--- src/rtl/conv_window_feeder.sv ---
// rtl/conv_window_feeder.sv - 3x3 stride-2 column feeder from a three-port row memory
// Define CONV_SAME_PAD_EN for the ceil(W/2) x ceil(H/2) zero-padded output grid.
module conv_window_feeder #(
  parameter int IMG_W      = 28,
  parameter int IMG_H      = 28,
  parameter int DATA_W     = 16,
  parameter int ADDR_W     = 10,
  parameter int MEM_ADDR_W = 10
) (
  input  logic                           clock,
  input  logic                           reset,
  input  logic                           start,
  input  logic                           stall,
  output logic [2:0][MEM_ADDR_W-1:0]     mem_addr,
  input  logic [2:0][DATA_W-1:0]         mem_rdata,
  output logic [2:0][DATA_W-1:0]         out_data,
  output logic                           out_valid,
  output logic [ADDR_W-1:0]              r_addr,
  output logic                           delay,
  output logic                           busy,
  output logic                           done
);

`ifdef CONV_SAME_PAD_EN
  localparam int OUT_W = (IMG_W + 1) / 2;
  localparam int OUT_H = (IMG_H + 1) / 2;
`else
  localparam int OUT_W = (IMG_W - 3) / 2 + 1;
  localparam int OUT_H = (IMG_H - 3) / 2 + 1;
`endif
  localparam int CW_X = $clog2(OUT_W + 1);
  localparam int CW_Y = $clog2(OUT_H + 1);

  typedef enum logic [1:0] {S_IDLE, S_RUN, S_DRAIN, S_DONE} state_t;

  state_t                      state_q, state_d;
  logic [1:0]                  k_q, k_d;
  logic [CW_X-1:0]             ox_q, ox_d;
  logic [CW_Y-1:0]             oy_q, oy_d;
  logic [ADDR_W-1:0]           beat_q, beat_d;
  logic                        s1_valid_q, s1_valid_d;
  logic [ADDR_W-1:0]           s1_beat_q, s1_beat_d;
  logic                        s1_last_q, s1_last_d;
  logic [2:0][DATA_W-1:0]      hold_q, hold_d;
  logic                        hold_v_q, hold_v_d;
  logic [2:0][DATA_W-1:0]      out_data_q, out_data_d;
  logic                        out_valid_q, out_valid_d;
  logic [ADDR_W-1:0]           r_addr_q, r_addr_d;
  logic                        delay_q, delay_d;
  logic                        busy_q, busy_d;
  logic                        done_q, done_d;

  logic [31:0]                 row_top, col;
  logic [2:0][31:0]            row;
  logic [2:0][MEM_ADDR_W-1:0]  addr_calc;
  logic                        last_beat;
`ifdef CONV_SAME_PAD_EN
  logic [2:0]                  pad;
  logic [2:0]                  s1_pad_q, s1_pad_d;
`endif

  // Port [2] reads the top row of the window, port [0] the bottom row.
  always_comb begin
    row_top = 32'(oy_q) << 1;
    col     = (32'(ox_q) << 1) + 32'(k_q);
    for (int p = 0; p < 3; p++) begin
      row[p]       = row_top + 32'(2 - p);
      addr_calc[p] = MEM_ADDR_W'(row[p] * 32'(IMG_W) + col);
    end
`ifdef CONV_SAME_PAD_EN
    for (int p = 0; p < 3; p++) begin
      pad[p] = (row[p] >= 32'(IMG_H)) || (col >= 32'(IMG_W));
    end
`endif
    for (int p = 0; p < 3; p++) begin
      mem_addr[p] = (state_q == S_RUN) ? addr_calc[p] : '0;
`ifdef CONV_SAME_PAD_EN
      if (pad[p]) mem_addr[p] = '0;
`endif
    end
  end

  assign last_beat = (k_q == 2'd2) && (ox_q == CW_X'(OUT_W - 1)) && (oy_q == CW_Y'(OUT_H - 1));

  always_comb begin
    state_d     = state_q;
    k_d         = k_q;
    ox_d        = ox_q;
    oy_d        = oy_q;
    beat_d      = beat_q;
    s1_valid_d  = s1_valid_q;
    s1_beat_d   = s1_beat_q;
    s1_last_d   = s1_last_q;
    hold_d      = hold_q;
    hold_v_d    = hold_v_q;
    out_data_d  = out_data_q;
    out_valid_d = out_valid_q;
    r_addr_d    = r_addr_q;
    delay_d     = delay_q;
    busy_d      = busy_q;
    done_d      = done_q;
`ifdef CONV_SAME_PAD_EN
    s1_pad_d    = s1_pad_q;
`endif
    if (stall) begin
      // The memory answers the held address on the next cycle, so keep the
      // in-flight read from before the stall in a side register.
      if (!hold_v_q) begin
        hold_d   = mem_rdata;
        hold_v_d = 1'b1;
      end
    end else begin
      hold_v_d    = 1'b0;
      out_valid_d = s1_valid_q;
      r_addr_d    = s1_valid_q ? s1_beat_q : '0;
      delay_d     = s1_valid_q & s1_last_q;
      for (int p = 0; p < 3; p++) begin
        out_data_d[p] = !s1_valid_q ? '0 : (hold_v_q ? hold_q[p] : mem_rdata[p]);
`ifdef CONV_SAME_PAD_EN
        if (s1_pad_q[p]) out_data_d[p] = '0;
`endif
      end

      s1_valid_d = (state_q == S_RUN);
      s1_beat_d  = (state_q == S_RUN) ? beat_q + ADDR_W'(1) : '0;
      s1_last_d  = (state_q == S_RUN) && (k_q == 2'd2);
`ifdef CONV_SAME_PAD_EN
      s1_pad_d   = (state_q == S_RUN) ? pad : 3'b000;
`endif

      case (state_q)
        S_IDLE: begin
          k_d    = '0;
          ox_d   = '0;
          oy_d   = '0;
          beat_d = '0;
          if (start) begin
            state_d = S_RUN;
            busy_d  = 1'b1;
          end
        end
        S_RUN: begin
          beat_d = beat_q + ADDR_W'(1);
          if (k_q == 2'd2) begin
            k_d = '0;
            if (ox_q == CW_X'(OUT_W - 1)) begin
              ox_d = '0;
              oy_d = (oy_q == CW_Y'(OUT_H - 1)) ? '0 : oy_q + CW_Y'(1);
            end else begin
              ox_d = ox_q + CW_X'(1);
            end
          end else begin
            k_d = k_q + 2'd1;
          end
          if (last_beat) state_d = S_DRAIN;
        end
        S_DRAIN: begin
          if (!s1_valid_q) begin
            state_d = S_DONE;
            done_d  = 1'b1;
            busy_d  = 1'b0;
          end
        end
        default: begin
          state_d = S_IDLE;
          done_d  = 1'b0;
        end
      endcase
    end
  end

  always_ff @(posedge clock) begin
    if (reset) begin
      state_q     <= S_IDLE;
      k_q         <= '0;
      ox_q        <= '0;
      oy_q        <= '0;
      beat_q      <= '0;
      s1_valid_q  <= 1'b0;
      s1_beat_q   <= '0;
      s1_last_q   <= 1'b0;
      hold_q      <= '0;
      hold_v_q    <= 1'b0;
      out_data_q  <= '0;
      out_valid_q <= 1'b0;
      r_addr_q    <= '0;
      delay_q     <= 1'b0;
      busy_q      <= 1'b0;
      done_q      <= 1'b0;
`ifdef CONV_SAME_PAD_EN
      s1_pad_q    <= '0;
`endif
    end else begin
      state_q     <= state_d;
      k_q         <= k_d;
      ox_q        <= ox_d;
      oy_q        <= oy_d;
      beat_q      <= beat_d;
      s1_valid_q  <= s1_valid_d;
      s1_beat_q   <= s1_beat_d;
      s1_last_q   <= s1_last_d;
      hold_q      <= hold_d;
      hold_v_q    <= hold_v_d;
      out_data_q  <= out_data_d;
      out_valid_q <= out_valid_d;
      r_addr_q    <= r_addr_d;
      delay_q     <= delay_d;
      busy_q      <= busy_d;
      done_q      <= done_d;
`ifdef CONV_SAME_PAD_EN
      s1_pad_q    <= s1_pad_d;
`endif
    end
  end

  assign out_data  = out_data_q;
  assign out_valid = out_valid_q;
  assign r_addr    = r_addr_q;
  assign delay     = delay_q;
  assign busy      = busy_q;
  assign done      = done_q;

endmodule

--- config.mk ---
export PLATFORM = sky130hd
export DESIGN_NAME = conv_window_feeder
export DESIGN_NICKNAME = d
export VERILOG_FILES = /design/src/rtl/conv_window_feeder.sv
export SDC_FILE = /design/constraint.sdc
export NUM_CORES = 1
export LEC_CHECK = 0
export BUFFER_PORTS_ARGS = -buffer_cell sky130_fd_sc_hd__buf_4
export CAP_MARGIN = 15
export CORE_MARGIN = 1
export CORE_UTILIZATION = 40
export DETAILED_ROUTE_END_ITERATION = 10
export PLACE_DENSITY_LB_ADDON = 0.25
export SYNTH_ARGS = -nofsm -noshare
export SYNTH_HDL_FRONTEND = slang
export SYNTH_SLANG_ARGS = --single-unit
export TNS_END_PERCENT = 100
--- constraint.sdc ---
create_clock -name clock -period 7.25 [get_ports clock]
set_input_delay 1.45 -clock clock [delete_from_list [all_inputs] [get_ports clock]]
set_output_delay 1.45 -clock clock [all_outputs]
set_load 0.01 [all_outputs]
; ---- Word-level counts from Yosys, hierarchy flattened
; Index checks and enable logic that the tools add are counted.
; Widths: inputs -> output; s select.
[totals]
register_bits = 145
rom_bits = 0
in_bits = 52
ram_bits = 0
out_inout_bits = 92
latch_bits = 0
mem_count = 0
elab_cells = 92
[op_classes]
n_bitwise = 4
magnitude_cmp = 0
n_addsub = 10
div_mod_pow = 0
n_shift = 0
multipliers = 3
reduce_logical = 14
eq_ne = 10
mux = 31
[ops]
columns = operator, count
row1 = $mux 16, 6
row2 = $mux 10, 5
row3 = $add 10x6->10, 3
row4 = $mux 4, 5
row5 = $pmux 10 s2, 1
row6 = $mul 6x3->8 const B, 2
row7 = $pmux 4 s2, 2
row8 = $reduce_and 4->1, 3
row9 = $add 10x1->10 const B, 1
row10 = $add 4x1->4 const B, 2
row11 = $eq 4x4->1 const B, 2
row12 = $mux 2, 4
row13 = $mul 4x3->7 const B, 1
row14 = $add 5x1->6 const B, 1
row15 = $add 5x2->6, 1
row16 = $add 5x2->6 const B, 1
row17 = $ne 2x2->1 const B, 3
row18 = $pmux 2 s3, 1
row19 = $reduce_and 3->1, 2
row20 = $eq 2x2->1 const B, 2
row21 = $mux 1, 4
row22 = $ne 2x1->1 const B, 2
row23 = $pmux 1 s2, 2
row24 = $pmux 2 s2, 1
row25 = other kinds (9), 15

; ---- Logic depth before layout (Yosys ltp)
; Gate-level depths: netlist of the first run.
[logic_depth]
word_depth = 5
ltp_mapped = 14
depth_no_buf = 12

; ---- Least setup slack after synthesis of the first run
; OpenSTA, ideal clock, no wires.
[synth_path]
kind = register to output
startpoint = register oy_q[0]
endpoint = output mem_addr[9] (netlist name)
path_slack_ps = 2586
path_stages_with_launch = 14
arrival_ps = 3214
required_time_ps = 5800
cell_sequence = dfxtp_1 -> clkbuf_1 -> inv_1 -> ha_1 -> clkbuf_1 -> xnor2_1 -> xnor2_1 -> ha_1 -> inv_1 -> fa_1 -> xor2_1 -> nor3_1 -> a2111o_1 -> nand2_1
[synth_lines]
columns = element, line
row1 = start: declaration, 39  ; logic [CW_Y-1:0] oy_q, oy_d;
row2 = start signal: assignment, 197  ; oy_q <= oy_d;
row3 = end: declaration, 14  ; output logic [2:0][MEM_ADDR_W-1:0] mem_addr,

==> summary.txt, run 1 <==
Run status
  • Status: finished clean

Setup path
  • Worst-path cell chain: inv_1, ha_1, xnor2_1, xnor2_1, ha_1, inv_1, fa_1, xor2_1, nor3_1, a2111o_1, nand2_1, buf_4
  • Critical path depth: 12
  • WS Path Type: register to output pin
  • Worst endpoint required time: 5.80 ns
  • Critical path arrival: between 3 and 4 ns
  • Delay-heaviest family, CP: adder cells
  • CP max stage delay: between 0.6 and 0.7 ns
  • Slowest library cell on the worst path: dfxtp_1
  • Crit Path Max Fanout: 12
  • Crit path launch type: register
  • Worst reg2reg path depth: 7
  • Setup crit end kind: output pin
  • CP bufs+invs: 3

Floorplanning
  • Initial Utilization: 41.4%
  • Num ports: 144
  • Site row count: 47
  • Die width: roughly 130 um
  • Die Span Y: 133 um
  • Die ar.: approximately 0.018 mm2
  • Core box area: 0.0167 mm2

Clock network
  • Clk buf depth: 2
  • Clock transition at path regs: ~0.060 ns
  • Clk_lat worst skew: around 0.42 ns
  • Clock Root Buffer: clkbuf_16
  • H-tree Lvls: 4
  • Cts hold-fix bufs: 0
  • Setup bufs post-CTS: 0
  • CTS sink cnt: approximately 150
  • Inserted Clock Buffers: 17
  • CTS tree: yes
  • Post-CTS sizing: 0

Power and ir drop
  • Peak supply drop: 170 uV
  • Cell Pwr Density: about 220 mW/mm2
  • P_leak: between 3 and 4 nW

STA
  • Fmax: ~0.19 GHz
  • Total negative setup slack: 0 ns
  • Fin. Hold Viols: 0
  • Max-slew violation count: 0
  • Worst-Margin Slew: 1.02 ns
  • Hold_ws: ~0.45 ns
  • Unrepaired setup endpoints after global routing: no
  • # setup viols final: 0
  • Tmin final: 5.27 ns
  • Rel. slew slack: around a third
  • Crit share post-route: between 70 and 80%
  • Setup ws final: between 1.5 and 2 ns
  • Final Skew: 0.00712 ns

Logic synthesis
  • Number of synthesis warnings: 0
  • Syn Nets: around 900
  • Post-Syn Area: 0.00691 mm2
  • Avg Inst Size Synth: 8.56 um2
  • Post-synth cell types: 46
  • Post-synthesis sequential area ratio: between 40 and 50%
  • Mapped Cells: about 800
  • Seq cells post-synth: between 100 and 150

GRT
  • Initial antenna violation count: 0
  • Final global-route overflow total: 0
  • Total track usage: between 15 and 20%
  • Largest net degree at the start of global routing: ~70
  • First-pass GRT wire length: about 26 mm
  • Vias in the first global route: ~5200

Finish
  • Area grow syn2layout: 25.6%
  • Antenna cell count: 0
  • Share of layout cells above drive strength 1: between 10% and 20%
  • Total Nets Final: about 1000
  • FILL cells: 1594
  • Post-layout util: a little over 50%

Detailed routing
  • Vias per cell: roughly 5
  • Routed length per instance: about 13 um
  • Drt pass-1 iters: 4
  • Iter 0 DRT Violations: 279
  • Overall routed net length: about 16 mm
  • Routed Antenna Nets: 0
  • Vias: ~5700
  • Remaining routing DRC violations: 0

Hold path
  • Worst Hold Class: register to register
  • Hold path cells: 2

Place
  • Placed wire-length estimate: 10.6 mm
  • Final GP Congestion: ~0.84
  • Pre-CTS setup slack: between 2 and 2.5 ns
  • Port buffer count: 143

Flow run
  • Max-Cap Viols: 0
==> power by group <==
group          internal (mW)  leakage (nW)  switching [mW]
clock network          0.543         0.287           0.321
registers              0.821          1.18          0.0149
logic                 0.0809          2.33           0.108
==> per-stage QoR <==
step	cell area [um2]	instances	power, mW
floorplan	6910	807	0.973
global placement	8090	1123	1.04
detailed placement	8090	1123	1.04
CTS	8680	1154	1.91
global route	8680	1154	1.97
finish	8680	1154	1.89
==> cells in the final DEF (no fill, tap or decap), drive strengths merged, types with 3 or more instances in the layout <==
cell,Yosys,routed
nor3,12,12
o21bai,5,5
fa,10,10
xor2,10,10
and2,10,10
nand2b,4,4
nor2b,4,4
and3,4,4
nand2,170,170
mux2i,50,50
a21o,15,15
clkbuf,29,24
ha,35,35
a22o,14,14
a21oi,72,72
nand3,8,8
nand4,4,4
nor3b,3,3
nor2,35,35
inv,27,29
dfxtp,145,145
nor4,4,4
buf,23,148
o21ai,67,67
clkinv,1,3
xnor2,28,28
==> registers in the layout, indices dropped and copies added, names as in the netlist, 2 cells and up <==
name	flops
r_addr	10
ox_q	4
oy_q	4
k_q	2
out_data	48
s1_beat_q	10
beat_q	10
state_q	2
hold_q	48
==> area by class of cell <==
| class | count | area [um2] | area share [%] |
|---|---|---|---|
| tap | 220 | 275 | 3.17 |
| sequential | 145 | 2900 | 33.5 |
| multi-input combinational | 582 | 3690 | 42.5 |
| timing repair buffer | 148 | 1110 | 12.8 |
| clock buffer | 24 | 492 | 5.67 |
| inverter | 28 | 105 | 1.21 |
| clock inverter | 7 | 98.8 | 1.14 |
==> cells in the mapped netlist (all sizes together) <==
master | count | area (um2)
nand3b | 1 | 7.51
buf | 23 | 120
o2111ai | 1 | 8.76
and2 | 10 | 62.6
o211ai | 1 | 7.51
nor2 | 35 | 131
inv | 27 | 101
or4 | 1 | 7.51
o31ai | 2 | 15.0
o21ai | 67 | 335
o21bai | 5 | 41.3
a21boi | 1 | 7.51
a221oi | 1 | 8.76
xor2 | 10 | 87.6
ha | 35 | 438
nand3 | 8 | 40.0
nor2b | 4 | 25.0
clkbuf | 29 | 109
a21oi | 72 | 360
a211oi | 2 | 15.0
a22oi | 1 | 7.51
mux2i | 50 | 500
nor3 | 12 | 60.1
nand4 | 4 | 25.0
a41oi | 1 | 8.76
a21o | 15 | 114
nor4 | 4 | 25.0
fa | 10 | 200
and2b | 1 | 7.51
nor3b | 3 | 22.5
a22o | 14 | 123
clkinv | 1 | 3.75
nand2b | 4 | 32.5
or2 | 2 | 12.5
nand2 | 170 | 638
o21a | 1 | 7.51
a2111o | 1 | 11.3
xnor2 | 28 | 245
or3b | 1 | 8.76
and3 | 4 | 25.0
dfxtp | 145 | 2900
==> per-layer routing <==
layer	vias to the layer above	part of all wire [%]	track usage, %
met5	-	0	0
met4	0	1.0	5.24
met3	16	4.8	4.72
met2	117	47	29.8
met1	2636	47	22.9
li1	2944	-	-
==> logic make-up after synthesis <==
family | synth area share [%]
simple gates | 16.4
xor+xnor | 4.82
flops | 42.0
mux | 7.24
fa+ha+maj | 9.23
compound gates | 15.5
buf+inv | 4.83
==> final timing paths <==
kind	from	end	slack [ns]
worst max-delay path	oy_q[0]	mem_addr[9]	1.98
worst min-delay path	out_valid	out_valid	0.45
worst max register to register	state_q[1]	oy_q[2]	4.41
worst min register to register	out_valid	out_valid	0.45
==> tightest hold or removal path: cells and delay by family, from the launching register on <==
family | cells | cell delay (ns)
flip-flops | 1 | 0.31
AND/OR/NAND/NOR | 2 | 0.09
Note: power is estimated with default switching activity, not from simulation.
==> inputs of run 2 (changes only) <==
- ABC_AREA: default -> 1
- clock period: 7.25 -> 4.7 ns (I/O delays scaled with it)
==> summary.txt, run 2 <==
Floorplanning
  • Site row count: 48 (was 47)
  • Die width: 135 um (was 133 um)
  • Die Span Y: 135 um (was 133 um)
  • Core box area: 0.0172 mm2 (was 0.0167 mm2)
  • Initial Utilization: 40.9% (was 41.4%)
  • Die ar.: 0.0182 mm2 (was 0.0178 mm2)
  • Num ports: 144 (unchanged)

Power and ir drop
  • Cell internal pwr: 2.23 mW (was 1.45 mW)
  • Peak supply drop: 264 uV (was 170 uV)
  • P_leak: 4.00 nW (was 3.79 nW)
  • Comb pwr share: 13.0% (was 10.0%)
  • Flop pwr share: 43.8% (was 44.2%)
  • Switching share of power: 25.1% (was 23.5%)
  • Clock power frac: 43.2% (was 45.8%)
  • Switching pwr: 747 uW (was 444 uW)
  • Cell Pwr Density: 340 mW/mm2 (was 218 mW/mm2)

Detailed routing
  • Vias: 6054 (was 5713)
  • Drt pass-1 iters: 4 (unchanged)
  • Overall routed net length: 16.7 mm (was 15.5 mm)
  • Vias per cell: 4.81 (was 4.95)
  • Routed length per instance: 13.2 um (was 13.4 um)
  • Remaining routing DRC violations: 0 (unchanged)
  • Routed Antenna Nets: 0 (unchanged)
  • Iter 0 DRT Violations: 341 (was 279)

Logic synthesis
  • Syn Nets: 1000 (was 904)
  • Top post-synthesis cells by area: dfxtp_1 41%, nand2_1 13%, mux2i_1 6.8%, ha_1 6.2%, o21ai_0 5.7% (was dfxtp_1 42%, nand2_1 9.2%, mux2i_1 7.2%, ha_1 6.3%, a21oi_1 5.2%)
  • Avg Inst Size Synth: 7.81 um2 (was 8.56 um2)
  • Post-synth top cells: 243 x nand2_1, 145 x dfxtp_1, 85 x inv_1 (was 170 x nand2_1, 145 x dfxtp_1, 72 x a21oi_1)
  • Seq cells post-synth: 145 (unchanged)
  • Post-Syn Area: 0.00705 mm2 (was 0.00691 mm2)
  • Top-area cell type share of the netlist area: 41.2% (was 42.0%)
  • Count leader, synth: nand2_1 (unchanged)
  • Post-synthesis sequential area ratio: 41.2% (was 42.0%)
  • Post-synth cell types: 37 (was 46)
  • Mapped Cells: 903 (was 807)
  • Primary FF master, synth: dfxtp_1 (unchanged)
  • Number of synthesis warnings: 0 (unchanged)
  • Post-synth EDFFs: 0 (unchanged)
  • Largest area contributor in the netlist: dfxtp_1 (unchanged)
  • Async SR Flop Fraction: 0% (unchanged)

STA
  • Unrepaired setup endpoints after global routing: no (unchanged)
  • # setup viols final: 0 (unchanged)
  • Worst-Margin Slew: 0.965 ns (was 1.02 ns)
  • Fmax: between 0.2 and 0.25 GHz
  • Tmin final: around 4.4 ns
  • Final Skew: 0.00802 ns (was 0.00712 ns)
  • Total negative setup slack: 0 ns (unchanged)
  • Max-slew violation count: 0 (unchanged)
  • Crit share post-route: between 90% and 100%
  • Rel. slew slack: 35.7% (was 31.8%)
  • Fin. Hold Viols: 0 (unchanged)

Clock network
  • CTS sink cnt: 145 (unchanged)
  • Clk_lat worst skew: 0.43 ns (was 0.42 ns)
  • Post-CTS sizing: 0 (unchanged)
  • H-tree Lvls: 4 (unchanged)
  • Clk buf depth: 2 (unchanged)
  • Inserted Clock Buffers: 17 (unchanged)
  • Clock Root Buffer: clkbuf_16 (unchanged)
  • Cts hold-fix bufs: 0 (unchanged)
  • CTS tree: yes (unchanged)
  • Clock transition at path regs: 0.06 ns (about the same)
  • Setup bufs post-CTS: 0 (unchanged)

Place
  • Placed wire-length estimate: 11.2 mm (was 10.6 mm)
  • Port buffer count: 143 (unchanged)
  • Final GP Congestion: 0.830 (was 0.836)

Setup path
  • Slowest library cell on the worst path: dfxtp_2 (was dfxtp_1)
  • Critical path arrival: 3.43 ns (was 3.82 ns)
  • CP max stage delay: 0.49 ns (was 0.64 ns)
  • Crit path launch type: register (unchanged)
  • R2r setup slk: 2.19 ns (was 4.41 ns)
  • Crit Path Max Fanout: 11 (was 12)
  • WS Path Type: register to output pin (unchanged)
  • Worst endpoint required time: 3.76 ns (was 5.80 ns)
  • Setup crit end kind: output pin (unchanged)
  • Worst-path cell chain: inv_1, ha_2, xnor2_1, xor2_1, ha_1, inv_1, fa_1, inv_1, o21ai_0, nor2_1, nand3_1, nand2_1, nand2_1, nor2_1, buf_4 (was inv_1, ha_1, xnor2_1, xnor2_1, ha_1, inv_1, fa_1, xor2_1, nor3_1, a2111o_1, nand2_1, buf_4)
  • Crit-path most repeated cell: inv_1

GRT
  • Grt met1 use: 25.5% (was 22.9%)
  • GR peak layer: met2 (unchanged)
  • Initial antenna violation count: 0 (unchanged)
  • Largest net degree at the start of global routing: 60 (was 69)
  • Vias in the first global route: 5568 (was 5202)
  • Met3 usage: 4.84% (was 4.72%)
  • First-pass GRT wire length: 27.0 mm (was 25.5 mm)
  • Final global-route overflow total: 0 (unchanged)
  • Total track usage: 18.9% (was 18.0%)
  • Grt met2 use: 29.7% (was 29.8%)

Finish
  • Share of layout cells above drive strength 1: 18.4% (was 19.8%)
  • Total Nets Final: 1121 (was 1019)
  • Area grow syn2layout: 24.1% (was 25.6%)
  • Post-layout util: 50.7% (was 52.0%)
  • Commonest non-fill, non-tap cell in the layout: nand2_1 (unchanged)
  • Antenna cell count: 0 (unchanged)
  • FILL cells: 1649 (was 1594)
  • Most frequent cells in the layout: 243 x nand2_1, 149 x buf_4, 142 x dfxtp_1 (was 170 x nand2_1, 148 x buf_4, 144 x dfxtp_1)

Flow run
  • Max-Cap Viols: 0 (unchanged)

Hold path
  • Worst Hold Class: register to register (unchanged)

Run status
  • Status: finished clean (unchanged)
[run 2: path summary, 6_finish.rpt]
check / depth (start not counted) / to / from
max: 15 / mem_addr[9] / oy_q[0]
min: 2 / out_valid / out_valid
max reg2reg: 10 / oy_q[1] / state_q[1]
min reg2reg: 2 / out_valid / out_valid
[run 2: logic make-up (layout without fill, tap and decap cells)]
family,after synthesis,after routing,synth area share (%)
multiplexers,48,48,6.82
flip-flops,145,145,41.2
adder cells (fa/ha/maj),45,45,9.05
XOR/XNOR,13,13,1.62
buffers and inverters,137,268,8.68
AO/OA/AOI/OAI,182,182,13.4
AND/OR/NAND/NOR,333,333,19.2
[run 2: cell type report]
type / instances / area [um2] / share of cell area [%]
Clock inverter: 5 / 81.3 / 0.930
Clock buffer: 24 / 472 / 5.39
Tap cell: 225 / 282 / 3.22
Timing Repair Buffer: 149 / 1120 / 12.8
Sequential cell: 145 / 2910 / 33.2
Multi-Input combinational cell: 621 / 3550 / 40.6
Inverter: 90 / 338 / 3.86
[run 2: worst max-delay path: cells and delay by family, from the launching register on]
kind / cells / cell delay [ns]
AOI/OAI and AO/OA: 1 / 0.14
xor gates and xnor gates: 2 / 0.36
DFF: 1 / 0.49
adders and majority gates: 3 / 1.10
and+or+nand+nor: 5 / 0.45
buffers and inverters: 4 / 0.46
[run 2: power by group through the flow]
stage / sequential (mW) / combinational, mW / clock, mW
after floorplan: 1.33 / 0.259 / 0
after global routing: 1.31 / 0.439 / 1.37
after global placement: 1.33 / 0.387 / 0
final: 1.30 / 0.387 / 1.28
after detailed placement: 1.33 / 0.388 / 0
after CTS: 1.30 / 0.391 / 1.31
[run 2: routing by layer]
| metal | vias to the layer above | share of wire, % |
|---|---|---|
| li1 | 3165 | - |
| met1 | 2747 | 49 |
| met2 | 129 | 45 |
| met3 | 13 | 5.0 |
| met4 | 0 | 0.99 |
| met5 | - | 0 |
[run 2: per-stage QoR]
step,area [um2],power (mW),hold WS [ns],instances,setup WS (ns)
2_1_floorplan,7050,1.58,0.427,903,0.701
3_3_place_gp,8190,1.72,0.430,1230,0.543
3_5_place_dp,8190,1.72,0.434,1230,0.467
4_1_cts,8740,3.01,0.448,1259,0.0000959
5_1_grt,8750,3.11,0.473,1259,0.0126
6_report,8750,2.98,0.447,1259,0.331
